--- config.mk ---
export PLATFORM = sky130hd
export DESIGN_NAME = pixel_feeder
export DESIGN_NICKNAME = d
export VERILOG_FILES = /design/src/rtl/pixel_feeder_pkg.sv /design/src/rtl/pixel_fifo.sv /design/src/rtl/pixel_feeder.sv
export SDC_FILE = /design/constraint.sdc
export NUM_CORES = 2
export LEC_CHECK = 0
export CAP_MARGIN = 20
export CORE_ASPECT_RATIO = 2
export CORE_MARGIN = 2
export CORE_UTILIZATION = 50
export DETAILED_ROUTE_END_ITERATION = 6
export PLACE_DENSITY = 0.67
export SETUP_SLACK_MARGIN = 0.1
export SYNTH_ARGS = -nofsm -noshare
export SYNTH_HDL_FRONTEND = slang
export SYNTH_HIERARCHICAL = 1
export SYNTH_SLANG_ARGS = --single-unit
--- constraint.sdc ---
create_clock -name clk -period 12.9 [get_ports clk]
set_input_delay 1.935 -clock clk [delete_from_list [all_inputs] [get_ports clk]]
set_output_delay 1.935 -clock clk [all_outputs]
set_load 0.02 [all_outputs]
--- src/rtl/pixel_feeder_pkg.sv ---
// Shared types and default geometry for the pixel feeder.
package pixel_feeder_pkg;

    typedef enum logic [1:0] {
        IDLE = 2'd0,
        REQ  = 2'd1,
        WAIT = 2'd2
    } fetch_state_e;

    localparam int unsigned WIDTH_DEF  = 800;
    localparam int unsigned HEIGHT_DEF = 600;
    localparam int unsigned BURST_DEF  = 8;
    localparam int unsigned DEPTH_DEF  = 64;
    localparam int unsigned STRIDE_DEF = 4096;

endpackage

--- src/rtl/pixel_fifo.sv ---
// Show-ahead pixel FIFO: head is combinational from registered storage.
module pixel_fifo #(
    parameter int unsigned DEPTH = 64,
    parameter int unsigned DW    = 24
) (
    input  logic                       clk,
    input  logic                       rst_n,
    input  logic                       push_i,
    input  logic [DW-1:0]              data_i,
    input  logic                       pop_i,
    output logic [DW-1:0]              data_o,
    output logic                       empty_o,
    output logic [$clog2(DEPTH):0]     count_o
);

    localparam int unsigned AW = $clog2(DEPTH);

    logic [DW-1:0] mem_q [DEPTH];
    logic [AW:0]   wr_q;
    logic [AW:0]   rd_q;
    logic          pop_en;

    assign count_o = wr_q - rd_q;
    assign empty_o = (wr_q == rd_q);
    assign pop_en  = pop_i & ~empty_o;
    assign data_o  = mem_q[rd_q[AW-1:0]];

    always_ff @(posedge clk) begin
        if (push_i) begin
            mem_q[wr_q[AW-1:0]] <= data_i;
        end
    end

    always_ff @(posedge clk or negedge rst_n) begin
        if (!rst_n) begin
            wr_q <= '0;
            rd_q <= '0;
        end else begin
            wr_q <= wr_q + (AW+1)'(push_i);
            rd_q <= rd_q + (AW+1)'(pop_en);
        end
    end

    // The fetch credit scheme makes this unreachable; a hit means credit accounting is broken.
    a_no_overflow: assert property (@(posedge clk) disable iff (!rst_n)
        !(push_i && (count_o == (AW+1)'(DEPTH)) && !pop_en));

endmodule

--- src/rtl/pixel_feeder.sv ---
// Framebuffer scanout: credit-limited burst fetcher feeding a pixel FIFO to the video sink.
module pixel_feeder
    import pixel_feeder_pkg::*;
#(
    parameter int unsigned WIDTH  = WIDTH_DEF,
    parameter int unsigned HEIGHT = HEIGHT_DEF,
    parameter int unsigned BURST  = BURST_DEF,
    parameter int unsigned DEPTH  = DEPTH_DEF,
    parameter int unsigned STRIDE = STRIDE_DEF
) (
    input  logic        clk,
    input  logic        rst_n,
    input  logic [31:0] frame_addr,
    input  logic        frame_valid,
    output logic [31:0] rd_req_addr,
    output logic        rd_req_valid,
    input  logic        rd_req_ready,
    input  logic [31:0] rd_data,
    input  logic        rd_data_valid,
    output logic [23:0] video,
    output logic        video_valid,
    input  logic        video_ready,
    output logic        frame_interrupt
);

    localparam int unsigned CW     = $clog2(DEPTH) + 1;
    localparam int unsigned CRW    = CW + 1;
    localparam int unsigned XW     = $clog2(WIDTH + 1);
    localparam int unsigned YW     = $clog2(HEIGHT + 1);
    localparam int unsigned PIXELS = WIDTH * HEIGHT;
    localparam int unsigned PW     = $clog2(PIXELS + 1);
    localparam logic [CRW-1:0] BURST_CR = CRW'(BURST);

    fetch_state_e   state_q, state_d;
    logic [XW-1:0]  x_q, x_d;
    logic [YW-1:0]  y_q, y_d;
    logic [31:0]    cur_base_q, cur_base_d;
    logic [31:0]    pend_base_q, pend_base_d;
    logic [CW-1:0]  outst_q, outst_d;
    logic [PW-1:0]  pix_q, pix_d;
    logic           irq_q, irq_d;

    logic [23:0]    fifo_head;
    logic           fifo_empty;
    logic [CW-1:0]  fifo_count;
    logic [CRW-1:0] credit;
    logic [CRW-1:0] credit_next;
    logic           accept;
    logic           pop;
    logic           last_x;
    logic           last_y;
    logic           last_pixel;
    logic [7:0]     unused_rd_hi;

    assign unused_rd_hi = rd_data[31:24];

    pixel_fifo #(
        .DEPTH (DEPTH),
        .DW    (24)
    ) u_fifo (
        .clk     (clk),
        .rst_n   (rst_n),
        .push_i  (rd_data_valid),
        .data_i  (rd_data[23:0]),
        .pop_i   (pop),
        .data_o  (fifo_head),
        .empty_o (fifo_empty),
        .count_o (fifo_count)
    );

    assign video_valid     = ~fifo_empty;
    assign video           = fifo_empty ? '0 : fifo_head;
    assign pop             = video_valid & video_ready;
    assign rd_req_valid    = (state_q == REQ);
    assign accept          = rd_req_valid & rd_req_ready;
    assign frame_interrupt = irq_q;

    assign rd_req_addr = cur_base_q + (32'(y_q) * STRIDE) + (32'(x_q) << 2);

    // Free FIFO slots not already promised to in-flight bursts.
    assign credit      = CRW'(DEPTH) - CRW'(fifo_count) - CRW'(outst_q);
    assign credit_next = credit - (accept ? BURST_CR : '0) + CRW'(pop);

    assign last_x     = (x_q == XW'(WIDTH - BURST));
    assign last_y     = (y_q == YW'(HEIGHT - 1));
    assign last_pixel = (pix_q == PW'(PIXELS - 1));

    always_comb begin
        state_d     = state_q;
        x_d         = x_q;
        y_d         = y_q;
        cur_base_d  = cur_base_q;
        pend_base_d = frame_valid ? frame_addr : pend_base_q;

        unique case (state_q)
            IDLE: begin
                if (frame_valid) begin
                    state_d    = REQ;
                    cur_base_d = frame_addr;
                end
            end
            REQ: begin
                if (accept) begin
                    state_d = (credit_next >= BURST_CR) ? REQ : WAIT;
                end
            end
            WAIT: begin
                if (credit >= BURST_CR) begin
                    state_d = REQ;
                end
            end
            default: state_d = IDLE;
        endcase

        // A same-cycle strobe at the frame boundary still wins over the stored base.
        if (accept) begin
            if (last_x) begin
                x_d = '0;
                if (last_y) begin
                    y_d        = '0;
                    cur_base_d = pend_base_d;
                end else begin
                    y_d = y_q + YW'(1);
                end
            end else begin
                x_d = x_q + XW'(BURST);
            end
        end

        outst_d = outst_q + (accept ? CW'(BURST) : '0) - CW'(rd_data_valid);

        pix_d = pix_q;
        if (pop) begin
            pix_d = last_pixel ? '0 : pix_q + PW'(1);
        end
        irq_d = pop & last_pixel;
    end

    always_ff @(posedge clk or negedge rst_n) begin
        if (!rst_n) begin
            state_q <= IDLE;
        end else begin
            state_q <= state_d;
        end
    end

    always_ff @(posedge clk or negedge rst_n) begin
        if (!rst_n) begin
            x_q         <= '0;
            y_q         <= '0;
            cur_base_q  <= '0;
            pend_base_q <= '0;
            outst_q     <= '0;
            pix_q       <= '0;
            irq_q       <= 1'b0;
        end else begin
            x_q         <= x_d;
            y_q         <= y_d;
            cur_base_q  <= cur_base_d;
            pend_base_q <= pend_base_d;
            outst_q     <= outst_d;
            pix_q       <= pix_d;
            irq_q       <= irq_d;
        end
    end

endmodule

==> results by group <==
Clock tree
  – Post-CTS Hold Buffers: 0
  – Post-CTS setup buffer count: 0
  – Clock sink total: around 1700
  – Clk buf depth: 3
  – Skew-Pair Late Insertion Delay: 0.79 ns
  – Root Buffer: clkbuf_16
  – Post_cts resized: 0
  – Clock Pin Slew Worst Setup and Hold Paths: ~0.070 ns
  – CTS tree: done
  – CTS buffer count: approximately 140
  – H-tree levels: 4

Timing
  – TNS Setup: 0 ns
  – Post-layout min period: 7.59 ns
  – Final worst-path cycle share: 58.8%
  – Slew Viols, Final: 0
  – Skew final: between 0.02 and 0.025 ns
  – Unrepaired setup endpoints after global routing: false
  – Slew @ Worst Pin: 1.43 ns
  – Count of final setup violators: 0
  – Fin. Hold Viols: 0
  – Slew headroom: about 5%
  – Hold WS: between 0.4 and 0.5 ns
  – Highest Clock Rate: approximately 130 MHz

Global routing
  – Largest net degree at the start of global routing: roughly 170
  – Total track usage: between 20% and 30%
  – Initial antenna violation count: 7
  – First-pass GRT wire length: about 230000 um
  – Vias in the first global route: between 30000 and 40000
  – Global route total overflow: 0

Route
  – Initial DRC Count: between 3000 and 4000
  – WL/cell: between 30 and 40 um
  – Antenna-violating nets left: 0
  – Drt pass-1 iters: 5
  – Residual DRC: 0
  – DR vias: 32600
  – Final wirelength: about 160000 um
  – Via/cell ratio: about 6.2

Cells and area
  – Core Util, Final: between 50% and 60%
  – Synth-to-layout area growth: 12.8%
  – Layout net count: ~3600
  – Post-route non-filler standard cell count: 5272
  – Layout cells sized above 1: between 20% and 30%
  – Filler cells: between 9000 and 10000

Pwr
  – Worst vdd ir: approximately 0.26 mV
  – Power per cell area: around 240 mW/mm^2
  – Leak: between 20 and 25 nW
  – Tot Pwr: 0.0176 W

Synthesis
  – Synth area leaders: edfxtp_1 (70%), mux4_2 (14%), dfrtp_1 (4.7%)
  – Syn nets: between 3000 and 4000
  – Synth top cells by count: edfxtp_1 (1536), mux4_2 (410), dfrtp_1 (124)
  – EDFF count, synth: roughly 1500
  – Yosys warnings: 6
  – Post-synth top area cell: edfxtp_1
  – Syn avg cell area: a little over 20 um^2
  – Asr flop ratio synth: 7.47%
  – Post-Syn Area: about 0.066 mm^2
  – Ys flop type: edfxtp_1
  – Synthesized flop and latch total: approximately 1700
  – Most common cell in the netlist: edfxtp_1
  – Seq/Total Area, Yosys: about three quarters
  – Post-Syn Instances: ~3200
  – Netlist cell types: 63
  – Synth top area share: a little over two thirds

Floorplanning
  – IO Pins: 129
  – Die area: 0.135 mm^2
  – Die X: 261 um
  – Core Rows: approximately 190
  – Starting density of the core: between 50 and 60%
  – Core box area: about 0.13 mm^2
  – Die H: between 500 and 600 um

Setup path
  – Worst Path Required: ~11 ns
  – Slowest Stage Delay on Critical Path: 0.78 ns
  – CP Cell Sequence: buf_12 -> inv_2 -> buf_4 -> mux2i_1 -> a211oi_2 -> o21ai_0 -> nand2_1 -> nor2b_1 -> clkdlybuf4s50_1
  – Type of destination of the critical path: output pin
  – Crit path from: u_fifo/rd_q[1]
  – Crit Path Category: reg -> out
  – Max FO, Critical Path: 167
  – Worst path slowest cell: dfrtp_4
  – Worst r2r src: u_fifo/rd_q[1]
  – R2R depth: 19
  – Critical Path Source Type: flip-flop
  – Capturing point of the worst reg2reg path: state_q[0]
  – Worst reg2reg setup slack: approximately 6.8 ns
  – Critical Path AT: 5.65 ns
  – Critical Path End: video[20]

Status
  – Outcome: completed

Placement
  – DPL Wire Length: roughly 98000 um
  – Placed cell count: 4998
  – GP Congestion: 0.881
  – Port bufs: 120

Run
  – Maximum capacitance violations: 0

Hold path
  – Min-delay worst type: reg -> reg
## worst min path at each step
stage,to,depth (start not counted),slack [ns],startpoint
after floorplan,pix_q[15],1,0.46,pix_q[15]
final,u_fifo/wr_q[6],1,0.48,u_fifo/wr_q[6]
after CTS,u_fifo/wr_q[6],1,0.49,u_fifo/wr_q[6]
after global routing,u_fifo/wr_q[6],1,0.50,u_fifo/wr_q[6]
after detailed placement,u_fifo/wr_q[6],1,0.48,u_fifo/wr_q[6]
after global placement,u_fifo/wr_q[6],1,0.48,u_fifo/wr_q[6]
## per-stage QoR
step | cell area, um^2 | setup WS, ns
5_1_grt | 74300 | 5.05
4_1_cts | 74000 | 4.95
6_report | 74300 | 5.31
2_1_floorplan | 65900 | 8.38
3_3_place_gp | 69400 | 5.86
3_5_place_dp | 69400 | 5.77
## cell families after synthesis
logic type / synth area share (%)
XOR/XNOR: 0.997
buffers and inverters: 1.59
multiplexers: 15.7
AND/OR/NAND/NOR: 2.74
AO/OA/AOI/OAI: 3.03
flip-flops: 74.7
adder cells (fa/ha/maj): 1.27
## layer usage
metal | track usage, % | vias up | wire length (um)
met2 | 43.7 | 1240 | 86300
met4 | 14.3 | 6 | 10300
met5 | 0 | - | 41
met1 | 27.9 | 17400 | 56400
li1 | - | 13600 | -
met3 | 3.22 | 318 | 9060
## power breakdown
part	internal, W	switching (W)	total, W
registers	0.00618	0.000254	0.00643
clock network	0.00240	0.00191	0.00431
logic	0.00291	0.00394	0.00684
## cells in the final DEF, fill, tap and decap left out, types with 48 or more instances in the layout
cell type and instances:
edfxtp_1 1536, mux4_2 410, clkbuf_16 145, dfrtp_1 121, nand2_1 115, buf_4 99, clkdlybuf4s50_1 95, mux2i_1 72
ha_1 62, a21oi_1 61, o21ai_0 57, nor2_1 55, nor2_2 48
## critical path, delay by kind of cell (launching register included)
| family | cells | cell delay (ns) |
|---|---|---|
| buffers and inverters | 4 | 2.04 |
| AO/OA/AOI/OAI | 2 | 0.94 |
| flip-flops | 1 | 0.78 |
| AND/OR/NAND/NOR | 2 | 0.56 |
| multiplexers | 1 | 0.23 |
## sequential cells by signal, summed over array words and instances (netlist names)
name             count
u_fifo/mem_q      1536
cur_base_q          32
pend_base_q         32
pix_q               19
y_q                 10
outst_q              7
u_fifo/rd_q          7
u_fifo/wr_q          7
x_q                  7
state_q              2
frame_interrupt      1
## layout make-up
class	instances	area [um^2]	area share [%]
flip-flops and latches	1660	49200	66.3
multi-input cells	1354	15900	21.4
clock buffers	181	3780	5.09
repair buffers	237	2180	2.93
well taps	1710	2140	2.88
clock inverters	75	862	1.16
inverters	50	188	0.253
diodes	5	12.5	0.0168
Power figures use the tool's default switching activity.
